### src/rtl/video_timing_pkg.sv
// video_timing_pkg: video timing constants shared with the timing generator, plus lock-state codes
// Used by video_sync_decoder; HSYNC_CLOCKS/VSYNC_LINES describe the generator side of the interface.
package video_timing_pkg;
    localparam int LINE_CLOCKS      = 2033;
    localparam int FRAME_LINES      = 263;
    localparam int HSYNC_CLOCKS     = 150;
    localparam int VSYNC_LINES      = 3;
    localparam int LINE_TOL         = 2;
    localparam int LOCK_LINES       = 4;
    localparam int ACTIVE_START     = 300;
    localparam int CLOCKS_PER_PIXEL = 6;
    localparam int ACTIVE_PIXELS    = 256;
    localparam int FIRST_LINE       = 20;
    localparam int ACTIVE_LINES     = 240;
    typedef logic [1:0] lock_state_t;
    localparam lock_state_t SEARCH = 2'd0;
    localparam lock_state_t VERIFY = 2'd1;
    localparam lock_state_t LOCKED = 2'd2;
endpackage

### src/rtl/sync_edge_detect.sv
// sync_edge_detect: registers a sync input and flags its rise relative to a reference sample
// Ports: clock, reset_n (async, active-low), en (update reference), d (raw sync), rise (r & ~ref)
// With en tied high the reference is the previous cycle's value (plain edge detect); with en driven
// by another strobe the reference is the value held at that strobe.
module sync_edge_detect (
    input  logic clock,
    input  logic reset_n,
    input  logic en,
    input  logic d,
    output logic rise
);
    logic r, p;
    always_ff @(posedge clock or negedge reset_n) begin
        if (!reset_n) begin
            r <= 1'b0;
            p <= 1'b0;
        end else begin
            r <= d;
            if (en) p <= r;
        end
    end
    assign rise = r & ~p;
endmodule

### src/rtl/video_sync_decoder.sv
// video_sync_decoder: recovers line/frame timing from hsync/vsync and delivers sampled pixels
// Inputs: clock, reset_n (async, active-low), hsync_in, vsync_in, lum_in
// Outputs: line_clock[10:0], line_count[8:0], pixel_valid, pixel_lum, pixel_x[7:0], pixel_y[7:0],
//          frame_start, locked, sync_error
module video_sync_decoder
    import video_timing_pkg::*;
(
    input  logic        clock,
    input  logic        reset_n,
    input  logic        hsync_in,
    input  logic        vsync_in,
    input  logic        lum_in,
    output logic [10:0] line_clock,
    output logic [8:0]  line_count,
    output logic        pixel_valid,
    output logic        pixel_lum,
    output logic [7:0]  pixel_x,
    output logic [7:0]  pixel_y,
    output logic        frame_start,
    output logic        locked,
    output logic        sync_error
);
    localparam logic [10:0] LC_LAST     = 11'(LINE_CLOCKS - 1);
    localparam logic [8:0]  LN_LAST     = 9'(FRAME_LINES - 1);
    localparam logic [11:0] LEN_MIN     = 12'(LINE_CLOCKS - LINE_TOL);
    localparam logic [11:0] LEN_MAX     = 12'(LINE_CLOCKS + LINE_TOL);
    // one below the timeout point so the pulse appears as the count reaches LINE_CLOCKS-1+LINE_TOL
    localparam logic [11:0] TIMEOUT_PRE = 12'(LINE_CLOCKS - 2 + LINE_TOL);
    localparam logic [10:0] ACT_START   = 11'(ACTIVE_START);
    localparam logic [2:0]  PH_LAST     = 3'(CLOCKS_PER_PIXEL - 1);
    localparam logic [2:0]  PH_SAMPLE   = 3'(CLOCKS_PER_PIXEL / 2);
    localparam logic [7:0]  K_LAST      = 8'(ACTIVE_PIXELS - 1);
    localparam logic [8:0]  Y_FIRST     = 9'(FIRST_LINE);
    localparam logic [8:0]  Y_END       = 9'(FIRST_LINE + ACTIVE_LINES);
    localparam logic [2:0]  GOOD_LAST   = 3'(LOCK_LINES - 1);
    logic        hs_edge, vs_rise, vs_new, lum_r;
    logic        good, armed, bad_edge, timeout, wrap, sample, hact;
    lock_state_t state;
    logic [2:0]  good_cnt, phase;
    logic [7:0]  px_k;
    logic [11:0] since_edge, measured;
    logic [10:0] lc_next;
    sync_edge_detect u_hsync (.clock(clock), .reset_n(reset_n), .en(1'b1), .d(hsync_in), .rise(hs_edge));
    // reference is vsync as seen at the previous hsync edge, so only the first vsync line restarts the frame
    sync_edge_detect u_vsync (.clock(clock), .reset_n(reset_n), .en(hs_edge), .d(vsync_in), .rise(vs_rise));
    assign vs_new   = hs_edge & vs_rise;
    assign measured = 12'(line_clock) + 12'd1;
    assign good     = measured >= LEN_MIN && measured <= LEN_MAX;
    assign armed    = state != SEARCH;
    assign bad_edge = armed & hs_edge & ~good;
    // since_edge saturates, so the timeout can fire only once per missing edge
    assign timeout  = armed & ~hs_edge & (since_edge == TIMEOUT_PRE);
    assign wrap     = line_clock == LC_LAST;
    assign lc_next  = (hs_edge | wrap) ? 11'd0 : line_clock + 11'd1;
    assign locked   = state == LOCKED;
    assign sample   = locked & hact & (phase == PH_SAMPLE) & (line_count >= Y_FIRST) & (line_count < Y_END);
    always_ff @(posedge clock or negedge reset_n) begin
        if (!reset_n) begin
            lum_r       <= 1'b0;
            line_clock  <= '0;
            line_count  <= '0;
            since_edge  <= '0;
            state       <= SEARCH;
            good_cnt    <= '0;
            hact        <= 1'b0;
            phase       <= '0;
            px_k        <= '0;
            pixel_valid <= 1'b0;
            pixel_lum   <= 1'b0;
            pixel_x     <= '0;
            pixel_y     <= '0;
            frame_start <= 1'b0;
            sync_error  <= 1'b0;
        end else begin
            lum_r       <= lum_in;
            line_clock  <= lc_next;
            since_edge  <= hs_edge ? 12'd0 : (&since_edge ? since_edge : since_edge + 12'd1);
            line_count  <= vs_new ? 9'd0 : (hs_edge | wrap) ? (line_count == LN_LAST ? 9'd0 : line_count + 9'd1) : line_count;
            frame_start <= vs_new;
            sync_error  <= bad_edge | timeout;
            state       <= (bad_edge | timeout) ? VERIFY : !hs_edge ? state : (state == SEARCH) ? VERIFY :
                           (state == VERIFY && good_cnt == GOOD_LAST) ? LOCKED : state;
            good_cnt    <= (bad_edge | timeout | state != VERIFY) ? 3'd0 : hs_edge ? good_cnt + 3'd1 : good_cnt;
            hact        <= (lc_next == 11'd0) ? 1'b0 : (lc_next == ACT_START) ? 1'b1 : hact & ~(phase == PH_LAST && px_k == K_LAST);
            phase       <= (lc_next == ACT_START || phase == PH_LAST) ? 3'd0 : phase + 3'd1;
            px_k        <= (lc_next == ACT_START) ? 8'd0 : (hact && phase == PH_LAST) ? px_k + 8'd1 : px_k;
            pixel_valid <= sample;
            if (sample) begin
                pixel_lum <= lum_r;
                pixel_x   <= px_k;
                pixel_y   <= 8'(line_count - Y_FIRST);
            end
        end
    end
endmodule
### config.mk
export PLATFORM = sky130hd
export DESIGN_NAME = video_sync_decoder
export DESIGN_NICKNAME = d
export VERILOG_FILES = /design/src/rtl/video_timing_pkg.sv /design/src/rtl/sync_edge_detect.sv /design/src/rtl/video_sync_decoder.sv
export SDC_FILE = /design/constraint.sdc
export NUM_CORES = 1
export LEC_CHECK = 0
export CAP_MARGIN = 25
export CORE_UTILIZATION = 58
export CTS_BUF_LIST = sky130_fd_sc_hd__clkbuf_4
export DETAILED_ROUTE_END_ITERATION = 12
export HOLD_SLACK_MARGIN = 0.03
export PLACE_DENSITY = 0.82
export SETUP_SLACK_MARGIN = 0.5
export SYNTH_ARGS = -nofsm -noshare
export SYNTH_HDL_FRONTEND = slang
export SYNTH_SLANG_ARGS = --single-unit
### constraint.sdc
create_clock -name clock -period 2.4 [get_ports clock]
set_input_delay 0.48 -clock clock [delete_from_list [all_inputs] [get_ports clock]]
set_output_delay 0.48 -clock clock [all_outputs]
set_load 0.05 [all_outputs]
==> summary.txt <==
Setup path
  • Slowest-stage cell, CP: dfrtp_4
  • RR Startpoint: line_clock[1]$_DFF_PN0_
  • Critical Path AT: 2.52 ns
  • WS Path Type: flop to flop
  • Worst Path Buf+Inv: 3
  • Cells along the critical path: buf_4, and4_1, xnor2_2, a31oi_2, buf_4, nor4_4, buf_6, nor2_2
  • Crit Path Max Fanout: 6
  • Startpoint types: flop
  • CP max stage delay: 0.54 ns
  • Worst setup EP type: flop
  • Cell repeated most along the worst path: buf_4
  • Critical path origin: line_clock[1]$_DFF_PN0_
  • Worst EP required: 2.72 ns
  • Top delay family on crit path: simple AND/OR/NAND/NOR gates

Synth
  • Post-synthesis sequential area ratio: 47.2%
  • Yosys warnings: 0
  • Syn nets: 397
  • Share of the synthesized area in the top cell type: 47.2%
  • Ranking of synthesized cells by area: dfrtp_1 47%, ha_1 5.4%, mux2_2 4.9%, nor2_1 3.7%, xnor2_1 3.1%
  • Count of cell types in the netlist: 58
  • Mapped Cells: 375
  • Ys flop type: dfrtp_1
  • Async SR Flop Fraction: 100%
  • Seq cells post-synth: 74
  • Post-synthesis average cell area: 10.5 um^2
  • Number of flops mapped to enable cells by yosys: 0
  • Cell area after synthesis: 3920 um^2
  • Cell accounting for the most synthesized area: dfrtp_1

GRT
  • GRT overflow: 0
  • Vias in the first global route: 3114
  • First-pass GRT wire length: 14800 um
  • Initial antenna violation count: 0
  • GR Util All Layers: 26.8%
  • Largest net degree at the start of global routing: 75

Place
  • Port Buf Inserts: 45
  • Gpl congestion: 0.896
  • Post-DP HPWL: 5790 um

Clock tree
  • Clk buf depth: 2
  • CTS buffer count: 9
  • Clock Sink Count: 74
  • CTS tree: done
  • Clk_lat worst skew: 0.43 ns
  • H-tree depth: 3
  • Clock-pin slew on the worst setup and hold paths: 0.12 ns
  • CTS Root Cell: clkbuf_4

Routing
  • Final ANT Viol Nets: 0
  • First-iteration detailed-routing DRC count: 230
  • Vias: 3309
  • DR WL/cell: 18.9 um
  • DR vias/cell: 6.20
  • DRT Pass-1 Iters: 8
  • Post-route DRC: 6
  • Final wirelength: 10100 um

Floorplanning
  • Starting Density: 61.0%
  • Die area: 7090 um^2
  • Io pins: 46
  • Die H: 84.2 um
  • Rows: 29
  • Core area: 6420 um^2
  • Die W: 84.2 um

Power and ir drop
  • P_leak: 2.38 nW
  • Worst VDD drop: 0.585 mV
  • Power Density: 661 nW/um^2

Timing
  • Worst slew pin tran: 0.532 ns
  • Max Fclk: 0.456 GHz
  • Final hold viol count: 0
  • Final setup vio count: 0
  • Worst Clk Skew: 0.0123 ns
  • RSZ-0062 raised after global routing: yes
  • Final worst-path cycle share: 91.4%
  • Max-slew violations: 0
  • TNS Setup: 0 ns
  • Headroom to the max-slew limit: 64.7%
  • Final Critical Period: 2.19 ns

Layout
  • Util after Layout: 80.2%
  • Fill cell count: 364
  • Share of cells above drive strength 1: 36.8%
  • Area grow syn2layout: 31.4%
  • Nets: 474
  • N_diodes: 0

Status
  • Outcome: finished, violations left
  • Failing checks: DRC

Job
  • Max-Cap Viols: 0

Min path
  • Hold crit path type: input port to asynchronous set/reset pin
[flip-flops by register name, indices dropped and copies added, names as in the netlist, 2 cells and up]
name        cells
good_cnt        3
pixel_x         8
state           2
line_clock     11
since_edge     12
px_k            8
phase           3
line_count      9
pixel_y         8
[cell usage after synthesis, types with 4 or more instances]
cell type and n:
inv_1 16, clkbuf_1 6, xor2_1 9, nor3_1 14, nand4_1 8, or3_1 4, buf_2 4, nand3_1 12
mux2i_1 4, a21oi_1 15, dfrtp_1 74, buf_6 4, and3_1 9, o21ai_0 22, nand2_1 24, and2_1 5
mux2_2 17, ha_1 17, xnor2_1 14, a211oi_1 6, nor2_1 39
[final cells by class]
| class | instances | area (um^2) | share of cell area [%] |
|---|---|---|---|
| multi-input cells | 269 | 2240 | 43.4 |
| flip-flops and latches | 74 | 1880 | 36.4 |
| repair buffers | 82 | 743 | 14.4 |
| well taps | 77 | 96.3 | 1.87 |
| clock buffers | 10 | 75.1 | 1.46 |
| inverters | 16 | 67.6 | 1.31 |
| clock inverters | 6 | 56.3 | 1.09 |
[cells in the final DEF (no fill, tap or decap), types with 11 or more instances in the layout]
| cell type | n |
|---|---|
| mux2_4 | 16 |
| dfrtp_1 | 58 |
| nand2_1 | 24 |
| ha_1 | 13 |
| a21oi_1 | 11 |
| dlygate4sd2_1 | 22 |
| nor2_1 | 30 |
| dfrtp_2 | 14 |
| xnor2_1 | 12 |
| clkdlybuf4s15_2 | 12 |
| o21ai_0 | 21 |
| buf_4 | 31 |
| inv_1 | 11 |
[per-stage QoR]
| stage | area, um^2 | std cells | power, mW | hold WS, ns | setup WS [ns] |
|---|---|---|---|---|---|
| after floorplan | 4050 | 375 | 2.14 | 0.184 | 0.206 |
| after global placement | 4530 | 487 | 2.35 | 0.431 | 0.249 |
| after detailed placement | 4530 | 487 | 2.39 | 0.440 | 0.180 |
| after CTS | 4900 | 520 | 3.26 | 0.0684 | 0.228 |
| after global routing | 5150 | 534 | 3.54 | 0.0839 | 0.150 |
| final | 5150 | 534 | 3.41 | 0.0424 | 0.207 |
[cells by family (layout without fill, tap and decap cells)]
kind of cell / count (synthesis) / count (layout) / synth area share, %
xor+xnor: 23 / 23 / 5.14
flops: 74 / 74 / 47.2
mux: 21 / 21 / 5.90
compound gates: 66 / 66 / 11.9
simple gates: 142 / 142 / 20.2
fa+ha+maj: 17 / 17 / 5.43
buf+inv: 32 / 114 / 4.15
[what timing repair did]
item,4_1_cts,5_1_grt
hold buffers,0,0
gates cloned,2,0
setup buffers,15,14
resized for setup,89,59
pin swaps,12,18
endpoints found under the setup margin,79,49
[final timing paths]
check                                          endpoint  slack [ns]  depth (start not counted)
min in group clock                  u_vsync.r$_DFF_PN0_        0.48                          1
worst max register to register      px_k[5]$_DFFE_PN0P_        0.21                          8
worst max-delay path                px_k[5]$_DFFE_PN0P_        0.21                          8
worst min-delay path             pixel_y[6]$_DFFE_PN0P_        0.04                          2
worst min register to register    frame_start$_DFF_PN0_        0.49                          1
max in group asynchronous       line_clock[1]$_DFF_PN0_        1.99                          2
[where the power goes]
group,internal [mW],switching [mW]
Clock,0.323,0.449
Sequential,1.36,0.170
Combinational,0.464,0.639
[metal layers]
layer	up-vias	wire length, um	track usage, %
li1	1504	-	-
met1	1655	4120	33.8
met2	126	5240	45.2
met3	24	532	4.52
met4	0	225	13.0
met5	-	0	0
(Power assumes the default switching activity.)
==> RTL change, RTL diff (config.mk and constraints unchanged) <==
Compare `line_count` against `LN_LAST` with >= in place of ==.
--- a/src/rtl/video_sync_decoder.sv
+++ b/src/rtl/video_sync_decoder.sv
@@ -75,7 +75,7 @@
             lum_r       <= lum_in;
             line_clock  <= lc_next;
             since_edge  <= hs_edge ? 12'd0 : (&since_edge ? since_edge : since_edge + 12'd1);
-            line_count  <= vs_new ? 9'd0 : (hs_edge | wrap) ? (line_count == LN_LAST ? 9'd0 : line_count + 9'd1) : line_count;
+            line_count  <= vs_new ? 9'd0 : (hs_edge | wrap) ? (line_count >= LN_LAST ? 9'd0 : line_count + 9'd1) : line_count;
             frame_start <= vs_new;
             sync_error  <= bad_edge | timeout;
             state       <= (bad_edge | timeout) ? VERIFY : !hs_edge ? state : (state == SEARCH) ? VERIFY :
Function: same outputs for any inputs over 10 cycles, from zero or initial values and one cycle with reset_n low; that may be too few to reach the edited logic, so the function may still have changed.
==> RTL change against the unedited design <==
  * Core utilization fell by 1.2 points
  * Non-clock buffer count rose by 15
  * Power rose by 1.1%
  * Clock power rose by 6.6%
  * Design area rose by 4.2%
  * Wire length rose by 1.5%
  * Worst setup slack improved by 0.050 ns
  * Sequential cell count did not move
  * Synthesized area rose by 4.5%
  * Highest routed layer unchanged
==> RTL change: results (changes against the unedited design) <==
| Metric | Value |
|---|---|
| Outcome | `finished clean (was finished with violations)` |
| CP endpoint | `phase[0]$_DFF_PN0_ (was px_k[5]$_DFFE_PN0P_)` |
| Met3 Usage GRT | `4.524% (was 4.523%)` |
| DR pass1 iterations | `5 (was 8)` |
| Clk_skew | `0.01457 ns (was 0.01226 ns)` |
| Fin nets | `510 (was 474)` |
| Share of cells above drive strength 1 | `35.43% (was 36.76%)` |
| Vias per cell | `5.829 (was 6.197)` |
| Synth area leaders | `dfrtp_1, ha_1, xnor2_1 (was dfrtp_1, ha_1, mux2_2)` |
| HP Class | `reg -> reg (was in -> async)` |
| # Post-CTS Setup Buffers | `24 (was 15)` |
| Final WL | `10,270 microns (was 10,120 microns)` |
| Placed cell count | `532 (was 487)` |
| Leak pwr | `0.002464 uW (was 0.002382 uW)` |
| Power share of the combinational group | `32.6% (was 32.4%)` |
| Syn nets | `422 (was 397)` |
| Initial drt markers | `199 (was 230)` |
| Crit path arrival time | `2.47 ns (was 2.52 ns)` |
| CTS buffer count | `9 (unchanged)` |
| Layout fillers | `419 (was 364)` |
| Post-DP HPWL | `5955 microns (was 5790 microns)` |
| Clock share of power | `23.9% (was 22.7%)` |
| Syn Area/Cell | `10.22 sq um (was 10.45 sq um)` |
| Largest stage delay, worst path | `0.52 ns (was 0.54 ns)` |
| Sequential fraction of the synthesis area | `45.19% (was 47.24%)` |
| Slowest-stage cell, CP | `or4b_4 (was dfrtp_4)` |
| Synth top cells by count | `dfrtp_1, nor2_1, nand2_1 (unchanged)` |
| Met2 wire length | `5227 microns (was 5237 microns)` |
| Largest net degree at the start of global routing | `37 (was 75)` |
| Switching part of the total | `37.89% (was 36.94%)` |
| Post-cts resize count | `109 (was 89)` |
| Met3 WL | `369 microns (was 532 microns)` |
| R2R Path Start | `line_clock[1]$_DFF_PN0_ (unchanged)` |
| Overall Global Routing Usage | `28.32% (was 26.83%)` |
| VDD IR max | `489.2 uV (was 585.1 uV)` |
| Tightest Pin Transition | `0.5790 ns (was 0.5320 ns)` |
| M1 GR Usage | `39.06% (was 33.81%)` |
| # hold bufs at CTS | `1 (was 0)` |
| M2 GR Usage | `45.89% (was 45.23%)` |
| Vias in the first global route | `3,311 (was 3,114)` |
| Placer Congestion | `0.8627 (was 0.8964)` |
| Non-filler instance count after layout | `590 (was 534)` |
| WL met1 | `4501 microns (was 4122 microns)` |
| First-pass GRT wire length | `16,350 microns (was 14,790 microns)` |
## RTL change: cell count changes in the layout (fill, tap and decap cells not counted), moves of 5 or more
cell / before / now
buf_4: 31 / 39
o21a_1: 0 / 5
dfrtp_2: 14 / 20
nor3_1: 9 / 14
o21ai_0: 21 / 6
buf_6: 4 / 9
xnor2_1: 12 / 19
## RTL change: critical path, delay by kind of cell, from the launching register on
| family | cells | cell delay, ns |
|---|---|---|
| and+or+nand+nor | 4 | 0.76 |
| DFF | 1 | 0.49 |
| AOI/OAI and AO/OA | 1 | 0.32 |
| buffers and inverters | 2 | 0.27 |
| adders and majority gates | 1 | 0.20 |
## RTL change: layout make-up
type	count	area [sq um]	area share [%]
flip-flops and latches	74	1877	34.95
clock buffers	9	67.56	1.258
repair buffers	97	868.3	16.17
multi-input cells	288	2286	42.57
inverters	19	73.82	1.375
well taps	96	120.1	2.237
clock inverters	7	77.57	1.445
## RTL change: logic make-up (layout without fill, tap and decap cells)
logic type / Yosys count / after routing / share of synthesized area [%]
compound gates: 63 / 63 / 11.39
xor+xnor: 28 / 28 / 5.985
fa+ha+maj: 16 / 16 / 4.885
buf+inv: 39 / 132 / 4.672
flops: 74 / 74 / 45.19
mux: 18 / 18 / 5.619
simple gates: 163 / 163 / 22.26
## RTL change: per-stage QoR
step / hold WS, ns / util [%] / instance area, sq um / worst slack (ns) / total power, uW
after global placement: 0.3774 / 69.63 / 4731 / 0.2601 / 2382
after CTS: 0.4323 / 76.11 / 5171 / 0.2566 / 3328
after global routing: 0.4499 / 79.04 / 5370 / 0.1676 / 3590
after floorplan: 0.1844 / - / 4195 / 0.09920 / 2133
final: 0.4299 / 79.04 / 5370 / 0.2570 / 3442
after detailed placement: 0.3949 / 69.63 / 4731 / 0.2424 / 2405
